## config.mk

```make
export PLATFORM = sky130hd
export DESIGN_NAME = pipe_hazard_ctrl
export DESIGN_NICKNAME = d
export VERILOG_FILES = /design/src/rtl/pipe_hazard_ctrl_pkg.sv /design/src/rtl/pipe_hazard_ctrl_fwd_sel.sv /design/src/rtl/pipe_hazard_ctrl.sv
export SDC_FILE = /design/constraint.sdc
export NUM_CORES = 1
export LEC_CHECK = 0
export BUFFER_PORTS_ARGS = -buffer_cell sky130_fd_sc_hd__clkbuf_2
export CORE_UTILIZATION = 38
export CTS_CLUSTER_DIAMETER = 40
export DETAILED_ROUTE_END_ITERATION = 10
export MAX_ROUTING_LAYER = met4
export PLACE_DENSITY_LB_ADDON = 0.25
export RECOVER_POWER = 25
export SLEW_MARGIN = 5
export SYNTH_ARGS = -nofsm -noshare
export SYNTH_HDL_FRONTEND = slang
export SYNTH_SLANG_ARGS = --single-unit
```

## constraint.sdc

```tcl
create_clock -name clk -period 1.44 [get_ports clk]
set_clock_uncertainty 0.05 [all_clocks]
set_input_delay 0.144 -clock clk [delete_from_list [all_inputs] [get_ports clk]]
set_output_delay 0.144 -clock clk [all_outputs]
set_load 0.02 [all_outputs]
```

## src/rtl/pipe_hazard_ctrl_pkg.sv

```systemverilog
// Shared constants for the MIPS pipeline hazard controller: forwarding selects,
// FSM state encoding and counter widths. S_STEP exists only under DEBUG_STEP_EN.
package pipe_hazard_ctrl_pkg;

  localparam logic [1:0] FWD_NO      = 2'd0;
  localparam logic [1:0] FWD_ALU_EXE = 2'd1;
  localparam logic [1:0] FWD_WB_MEM  = 2'd2;
  localparam logic [1:0] FWD_MEM     = 2'd3;

  localparam int HOLD_W  = 4;
  localparam int TIMER_W = 8;

  typedef enum logic [1:0] {
    S_RESET = 2'd0,
    S_RUN   = 2'd1,
`ifdef DEBUG_STEP_EN
    S_WAIT  = 2'd2,
    S_STEP  = 2'd3
`else
    S_WAIT  = 2'd2
`endif
  } state_e;

  // True when a used, non-zero source register is written by the given producer.
  function automatic logic reg_hit(logic use_op, logic [4:0] src, logic wen, logic [4:0] dst);
    return use_op && wen && (dst != 5'd0) && (src == dst);
  endfunction

endpackage

```

## src/rtl/pipe_hazard_ctrl_fwd_sel.sv

```systemverilog
// Per-operand forwarding select: the youngest producer (EXE) wins over MEM;
// a load still in EXE can only be served from the memory read data.
module pipe_hazard_ctrl_fwd_sel
  import pipe_hazard_ctrl_pkg::*;
(
  input  logic       use_op,
  input  logic [4:0] src_addr,
  input  logic [4:0] regw_addr_exe,
  input  logic       wb_wen_exe,
  input  logic       load_exe,
  input  logic [4:0] regw_addr_mem,
  input  logic       wb_wen_mem,
  output logic [1:0] fwd_sel
);

  always_comb begin
    fwd_sel = FWD_NO;
    if (reg_hit(use_op, src_addr, wb_wen_exe, regw_addr_exe)) begin
      fwd_sel = load_exe ? FWD_MEM : FWD_ALU_EXE;
    end else if (reg_hit(use_op, src_addr, wb_wen_mem, regw_addr_mem)) begin
      fwd_sel = FWD_WB_MEM;
    end
  end

endmodule

```

## src/rtl/pipe_hazard_ctrl.sv

```systemverilog
// Pipeline sequencer: reset warm-up, memory-wait freeze, branch flush, load-use bubble
// and forwarding selects. Defining DEBUG_STEP_EN adds single-step ports and S_STEP.
module pipe_hazard_ctrl
  import pipe_hazard_ctrl_pkg::*;
#(
  parameter int unsigned RST_HOLD       = 4,
  parameter int unsigned MEM_TIMEOUT    = 255,
  parameter int unsigned LOAD_USE_STALL = 0
) (
  input  logic        clk,
  input  logic        rst,
  input  logic [31:0] inst_data_id,
  input  logic        use_rs_id,
  input  logic        use_rt_id,
  input  logic [4:0]  regw_addr_exe,
  input  logic        wb_wen_exe,
  input  logic        wb_data_src_exe,
  input  logic [4:0]  regw_addr_mem,
  input  logic        wb_wen_mem,
  input  logic        is_branch_mem,
  input  logic        mem_ren,
  input  logic        mem_wen,
  input  logic        mem_ack,
`ifdef DEBUG_STEP_EN
  input  logic        step_mode,
  input  logic        step_req,
`endif
  output logic        if_rst,
  output logic        id_rst,
  output logic        exe_rst,
  output logic        mem_rst,
  output logic        wb_rst,
  output logic        if_en,
  output logic        id_en,
  output logic        exe_en,
  output logic        mem_en,
  output logic        wb_en,
  output logic [1:0]  exe_fwd_a_ctrl,
  output logic [1:0]  exe_fwd_b_ctrl,
  output logic        mem_err,
  output logic [1:0]  ctrl_state
);

  localparam logic [HOLD_W-1:0]  HOLD_LAST = HOLD_W'(RST_HOLD - 1);
  localparam logic [TIMER_W-1:0] TMO       = TIMER_W'(MEM_TIMEOUT);

  state_e               state_q, state_d;
  logic [HOLD_W-1:0]    hold_q, hold_d;
  logic [TIMER_W-1:0]   timer_q, timer_d;
  logic                 mem_err_q, mem_err_d;
`ifdef DEBUG_STEP_EN
  logic                 step_req_q, step_req_d;
`endif

  logic [4:0] rs_id, rt_id;
  logic [1:0] fwd_a, fwd_b;
  logic       load_use_hit, load_use_stall, mem_stall;
  logic       unused_inst_bits;

  assign rs_id            = inst_data_id[25:21];
  assign rt_id            = inst_data_id[20:16];
  assign unused_inst_bits = ^{inst_data_id[31:26], inst_data_id[15:0]};

  pipe_hazard_ctrl_fwd_sel u_fwd_a (
    .use_op        (use_rs_id),
    .src_addr      (rs_id),
    .regw_addr_exe (regw_addr_exe),
    .wb_wen_exe    (wb_wen_exe),
    .load_exe      (wb_data_src_exe),
    .regw_addr_mem (regw_addr_mem),
    .wb_wen_mem    (wb_wen_mem),
    .fwd_sel       (fwd_a)
  );

  pipe_hazard_ctrl_fwd_sel u_fwd_b (
    .use_op        (use_rt_id),
    .src_addr      (rt_id),
    .regw_addr_exe (regw_addr_exe),
    .wb_wen_exe    (wb_wen_exe),
    .load_exe      (wb_data_src_exe),
    .regw_addr_mem (regw_addr_mem),
    .wb_wen_mem    (wb_wen_mem),
    .fwd_sel       (fwd_b)
  );

  assign load_use_hit = wb_wen_exe && wb_data_src_exe && (regw_addr_exe != 5'd0) &&
                        ((use_rs_id && (rs_id == regw_addr_exe)) ||
                         (use_rt_id && (rt_id == regw_addr_exe)));
  assign load_use_stall = (LOAD_USE_STALL != 0) && load_use_hit;
  assign mem_stall      = (mem_ren || mem_wen) && !mem_ack;

  always_comb begin
    state_d        = state_q;
    hold_d         = hold_q;
    timer_d        = timer_q;
    mem_err_d      = mem_err_q;
`ifdef DEBUG_STEP_EN
    step_req_d     = step_req;
`endif
    {if_rst, id_rst, exe_rst, mem_rst, wb_rst} = 5'b00000;
    {if_en, id_en, exe_en, mem_en, wb_en}      = 5'b00000;
    exe_fwd_a_ctrl = fwd_a;
    exe_fwd_b_ctrl = fwd_b;

    case (state_q)
      S_RESET: begin
        {if_rst, id_rst, exe_rst, mem_rst, wb_rst} = 5'b11111;
        exe_fwd_a_ctrl = FWD_NO;
        exe_fwd_b_ctrl = FWD_NO;
        if (hold_q == HOLD_LAST) begin
          hold_d  = '0;
          state_d = S_RUN;
        end else begin
          hold_d = hold_q + 1'b1;
        end
      end
      S_RUN: begin
        // Flush beats the bubble: the load being waited on is itself wrong-path.
        if (is_branch_mem) begin
          {id_rst, exe_rst, mem_rst} = 3'b111;
          {if_en, wb_en}             = 2'b11;
        end else if (load_use_stall) begin
          exe_rst         = 1'b1;
          {mem_en, wb_en} = 2'b11;
        end else begin
          {if_en, id_en, exe_en, mem_en, wb_en} = 5'b11111;
        end
        if (mem_stall) begin
          state_d = S_WAIT;
        end
`ifdef DEBUG_STEP_EN
        else if (step_mode) begin
          state_d = S_STEP;
        end
`endif
      end
      S_WAIT: begin
        if (mem_ack) begin
          state_d = S_RUN;
          timer_d = '0;
        end else if (timer_q == TMO) begin
          state_d   = S_RUN;
          timer_d   = '0;
          mem_err_d = 1'b1;
        end else begin
          timer_d = timer_q + 1'b1;
        end
      end
`ifdef DEBUG_STEP_EN
      S_STEP: begin
        if (!step_mode || (step_req && !step_req_q)) begin
          state_d = S_RUN;
        end
      end
`endif
      default: state_d = S_RESET;
    endcase
  end

  always_ff @(posedge clk or posedge rst) begin
    if (rst) begin
      state_q    <= S_RESET;
      hold_q     <= '0;
      timer_q    <= '0;
      mem_err_q  <= 1'b0;
`ifdef DEBUG_STEP_EN
      step_req_q <= 1'b0;
`endif
    end else begin
      state_q    <= state_d;
      hold_q     <= hold_d;
      timer_q    <= timer_d;
      mem_err_q  <= mem_err_d;
`ifdef DEBUG_STEP_EN
      step_req_q <= step_req_d;
`endif
    end
  end

  assign mem_err    = mem_err_q;
  assign ctrl_state = state_q;

endmodule
```

* Word-level counts from Yosys, hierarchy flattened
Index checks and enable logic that the tools add are counted.
** Word-level totals
- Flip-flop bits (word level) :: 15
** Operators by class
- Bitwise logic cells :: 1
- $add $sub $neg :: 2
- Multiplexer cells :: 21
- Reduce and logical (&&, ||, !) cells :: 20
- Equality and inequality tests :: 11
** Operators with widths (number)
- $mux W2 :: 11
- $eq A5 B5 Y1 :: 4
- $mux W8 :: 2
- $logic_and A1 B1 Y1 :: 13
- $reduce_bool A5 Y1 :: 2
- $add A8 B1 Y8 const B :: 1
- $eq A8 B8 Y1 const B :: 1
- $pmux W2 S3 :: 1
- $reduce_and A3 Y1 :: 2
- $mux W1 :: 5
- $add A4 B1 Y4 const B :: 1
- $eq A4 B2 Y1 const B :: 1
- $mux W4 :: 1
- $ne A2 B2 Y1 const B :: 2
- $ne A3 B3 Y1 const B :: 1
- $eq A2 B1 Y1 const B :: 1
- $eq A2 B2 Y1 const B :: 1
- $logic_not A2 Y1 :: 1
- $pmux W1 S2 :: 1
- $logic_not A1 Y1 :: 1
- $logic_or A1 B1 Y1 :: 1
- $not A1 Y1 :: 1

* Depth between registers and ports, before layout
- Word-level depth :: 6
- Gate-level depth with buffers :: 6
- Depth with buffers taken out :: 5

* Hierarchy
A second synthesis with hierarchy kept.
** Unflattened totals
- Cells, all modules :: 137
- Area, all modules :: 1213.7 µm²
** Modules (own cells, without submodules)
- pipe_hazard_ctrl :: area each 905.9 µm², seq. area each 375.4 µm², cells an instance 95, instances 1
- pipe_hazard_ctrl_fwd_sel :: area each 153.9 µm², seq. area each 0.0 µm², cells an instance 21, instances 2

* Worst setup path after synthesis
No wires, ideal clock.
- Path type :: register to register
- Start :: register state_q[0], in the netlist ctrl_state[0]
- End :: register hold_q[1]
- Required time :: 1265 ps
- Setup slack :: -263 ps
- Stages on the path, launching flop included :: 4
- Data arrival time :: 1529 ps
- Library setup time :: 125 ps
- Cell sequence :: dfrtp_1 > buf_6 > nor2_1 > mux2_2
** On the way
- Longest elaborated chain between the ends :: 1
** Ends and longest elaborated chain
- from (decl) :: line pipe_hazard_ctrl.sv:47 : state_e state_q, state_d;
- from (signal assigned) :: line pipe_hazard_ctrl.sv:170 : state_q <= state_d;
- $logic_not A2 Y1 :: line pipe_hazard_ctrl.sv:105 : case (state_q)
- to (signal assigned) :: line pipe_hazard_ctrl.sv:171 : hold_q <= hold_d;
- to (decl) :: line pipe_hazard_ctrl.sv:48 : logic [HOLD_W-1:0] hold_q, hold_d;
Every way passes these cells.
A chain may end at the register's enable or synchronous reset.

* Worst setup path after layout
- Start :: register state_q[0], in the netlist ctrl_state[0]
- End :: output port exe_fwd_b_ctrl[0]
** On the way
- Longest elaborated chain between the ends :: 2
** Ends and longest elaborated chain
- $logic_not A2 Y1 :: line pipe_hazard_ctrl.sv:105
- $mux W2 :: line pipe_hazard_ctrl.sv:105
- to (decl) :: line pipe_hazard_ctrl.sv:39 : output logic [1:0] exe_fwd_b_ctrl,
Every way passes these cells.

==> summary.md <==
The root buffer cell chosen for the clock tree is sky130_fd_sc_hd__clkbuf_4. In the final layout, the share of cells above drive strength 1 is 46.70%. Of the total power, the share spent switching nets is 41.54%.

For this block, the routed nets add up to 3.015 mm of wire. The worst path uses 108.9% of the clock period. The core region is 0.002781 sq mm. The cell count after synthesis came out at 132. The kind of critical path is reg2out.

The floorplan step defined a die boundary enclosing 0.003175 sq mm. Share of the synthesized netlist area taken by xor and xnor gates: 17.17%. The number of pins with negative max-slew slack in the final report is 0. The type of element capturing the critical path is an output port. Leaving out fill and tap cells, the most frequent cells in the layout are sky130_fd_sc_hd__clkbuf_2, sky130_fd_sc_hd__buf_4, sky130_fd_sc_hd__xor2_1. The count of pins on the block boundary is 70. The compound-gate portion of the synthesized area works out to 12.15%. Static timing analysis puts the maximum clock frequency at 637.8 MHz. The post-layout worst setup margin came out at -0.1279 ns.

By area, the combinational part of the netlist is dominated by simple AND/OR/NAND/NOR gates. The synthesized netlist contains 31 unique library cells. The maximum level of the CTS H-tree was 1. Prevailing post-synth register cell: sky130_fd_sc_hd__dfrtp_1.

The run finished, with violations left. The area overhead of the layout relative to synthesis came out at 54.63%. The share of synthesized area occupied by flip-flops and latches came out at 33.44%.

Clock-pin slew was measured on the worst setup and hold paths at 0.10 ns. For the pin with the worst max-slew slack, the measured transition is 0.5812 ns. After synthesis, the mean cell area works out to 8.502 sq um. The number of global-route vias before repair was 1162; the clock net sink count was 15. The tools report the total number of vias as 1186.

The synthesized netlist devotes 23.97% of its cell area to simple gates. After detailed routing, the average wire length per cell comes to 13.22 microns. The relative contribution of combinational cells to total power was 62.5%; the net count of the finished layout was 253. The most frequent standard cell in the layout excluding fill and tap cells was sky130_fd_sc_hd__clkbuf_2.

Measured along the x axis, the die boundary spans 56.35 microns. Traced cell by cell, the critical path runs through buf_4 -> buf_4 -> nor2_4 -> nor2_2 -> buf_6. Summed over all layers, the global routing overflow is 0. Delay of the slowest cell on the worst path: 0.43 ns.

The run gives 3 as the number of buffers created by CTS. The overall fraction of global-route tracks in use is 20.46%. Together, buffers and inverters on the worst path number 3. The DRC violation count after routing is 0. Counting every net in the synthesized netlist gives 187. The floorplan step set the die height to 56.35 microns. The run gives 10.0% as the clock group share of total power. For the worst-skew pair, the clock arrives at the later sink with an insertion delay of 0.29 ns.

In this run the remaining antenna-violating nets after routing total 0. The pre-antenna-repair detailed-routing pass consisted of 6 iterations. Data arrives at the worst endpoint at 1.37 ns.

The share of synthesized area spent on multiplexers is 3.679%. The slowest library cell on the worst path was sky130_fd_sc_hd__dfrtp_2. The logs give 2 for the worst-case clock buffer depth and 0 for the number of warnings printed during yosys synthesis.

Number of antenna violations at the first check in global routing: 0. The first global-routing pass estimated 5.002 mm of wire. The tools report the leakage power as 0.8033 nW. Of the total power, registers draw 27.6%.

The number of port buffers was 47; the detailed placer's ending HPWL was 2.057 mm. The run gives 750.7 sq um as the area of the multi-input gates. The tools report the routability congestion estimate from global placement as 0.9847.

The floorplan has 19 rows. Setup violations remaining at the end of the flow were counted as 16. The tools report the final-layout worst hold slack as 0.1225 ns. After synthesis the netlist holds a flip-flop and latch count of 15. The cell class contributing the biggest share of worst-path delay is flip-flops. Setup repair after global routing could not meet its margin everywhere. The antenna diode instance count is 0. The checks that failed: negative setup slack. Of all nets on the critical path, the largest fanout is 5.

Switching power: 1.047 mW. The hold violation total from the final report is 0. The run gives -1.308 ns as the final sum of negative setup slack. The share of flip-flops with an asynchronous set or reset was 100.0%; the number of DRC violations after detailed-routing iteration 0 was 40. The minimum period implied by the final worst setup slack works out to 1.568 ns.

The required time of the critical path was 1.25 ns. TritonCTS built the clock tree. Across the run, the number of max-cap violations was 0.

STA classifies the critical path startpoint as a flip-flop. Cell type with the highest occurrence count on the critical path: sky130_fd_sc_hd__buf_4. The class of the tightest hold or removal check was in2reg. Summing the areas of all fa, ha and maj instances in the mapped netlist gives 2.230% of the synthesized area. IR analysis of the VDD net gives a maximum drop of 0.0009554 V. The via count normalized by instance count is 5.202, and the power density of the placed cells is 1453 mW/mm^2. The count of flip-flops with a built-in enable after synthesis was 0.

Summing every instance area after synthesis gives 0.001122 sq mm. The sequential cell area in the final layout was 377.9 sq um; the maximum number of pins on one net before global-route repair was 16. The fill cell total of the finished layout is 248, and the internal cell power is 1.474 mW. Initial cell density of the core: 40.35%. The worst pin sits at a relative slew slack of 61.21%.
-- per-stage QoR --
step                cells  instance area [sq um]  utilization [%]  total power [mW]  setup slack [ns]
CTS                   221                   1600            57.53             2.246           -0.1394
global placement      211                   1428            51.33             1.690           -0.1685
floorplan             132                   1146                -             1.469         -0.001927
global route          228                   1735            62.39             2.687           -0.1879
finish                228                   1735            62.39             2.521           -0.1279
detailed placement    211                   1428            51.33             1.722           -0.2318
-- logic make-up (layout without fill, tap and decap cells) --
family          count (synthesis)  after routing
compound gates                 24             24
mux                             4              4
simple gates                   52             52
fa+ha+maj                       2              2
flops                          15             15
buf+inv                        13             78
xor+xnor                       22             22
-- sequential cells by signal, summed over array words and instances (netlist names) --
signal	flops
ctrl_state	2
hold_q	4
mem_err	1
timer_q	8
-- cell type report --
class | count | area share (%)
inverters | 4 | 1.009
clock buffers | 4 | 1.514
multi-input cells | 104 | 43.26
repair buffers | 70 | 30.21
flip-flops and latches | 15 | 21.77
well taps | 31 | 2.235
-- what timing repair did --
item                                   4_1_cts  5_1_grt
resized for setup                           22       33
endpoints found under the hold margin       15        0
pin swaps                                    4        6
setup endpoints to repair                   15       24
hold buffers                                 1        0
setup buffers                                6        7
-- power groups by stage --
stage / clock, mW / sequential, mW / combinational, mW
2_1_floorplan: 0 / 0.684 / 0.785
3_3_place_gp: 0 / 0.719 / 0.971
3_5_place_dp: 0 / 0.725 / 0.997
4_1_cts: 0.253 / 0.682 / 1.31
5_1_grt: 0.272 / 0.709 / 1.71
6_report: 0.251 / 0.695 / 1.57
-- per-layer routing --
metal	global-route usage, %	vias to the layer above	wire length, microns
met5	-	-	0
li1	-	587	-
met4	7.317	0	26
met1	24.67	545	1257
met2	35.88	50	1600
met3	1.613	4	131
-- cells in the mapped netlist, types with 2 or more instances --
master                     number  area (sq um)
sky130_fd_sc_hd__a21oi_1        3         15.01
sky130_fd_sc_hd__and3_1         2         12.51
sky130_fd_sc_hd__buf_4          7         52.55
sky130_fd_sc_hd__dfrtp_1       15         375.4
sky130_fd_sc_hd__ha_1           2         25.02
sky130_fd_sc_hd__inv_1          4         15.01
sky130_fd_sc_hd__mux2i_1        3         30.03
sky130_fd_sc_hd__nand2_1       14         52.55
sky130_fd_sc_hd__nand2b_1       3         18.77
sky130_fd_sc_hd__nand3_1        4         20.02
sky130_fd_sc_hd__nand4_1        6         37.54
sky130_fd_sc_hd__nor2_1        12         45.04
sky130_fd_sc_hd__nor3_1         2         10.01
sky130_fd_sc_hd__nor4_1         4         25.02
sky130_fd_sc_hd__o21ai_0       14         70.07
sky130_fd_sc_hd__or3_1          2         12.51
sky130_fd_sc_hd__xnor2_1        7         61.31
sky130_fd_sc_hd__xor2_1        15         131.4
-- worst paths after layout --
check                              start           endpoint  slack (ns)  cells after the start
min reg2reg                      mem_err            mem_err        0.43                      1
min in group asynchronous            rst      ctrl_state[1]        0.38                      3
min                              mem_ack         timer_q[6]        0.12                      2
max reg2reg                ctrl_state[0]          hold_q[1]       -0.09                      5
max in group asynchronous            rst      ctrl_state[0]        0.54                      3
max                        ctrl_state[0]  exe_fwd_b_ctrl[0]       -0.13                      5
Note: power is estimated with default switching activity, not from simulation.
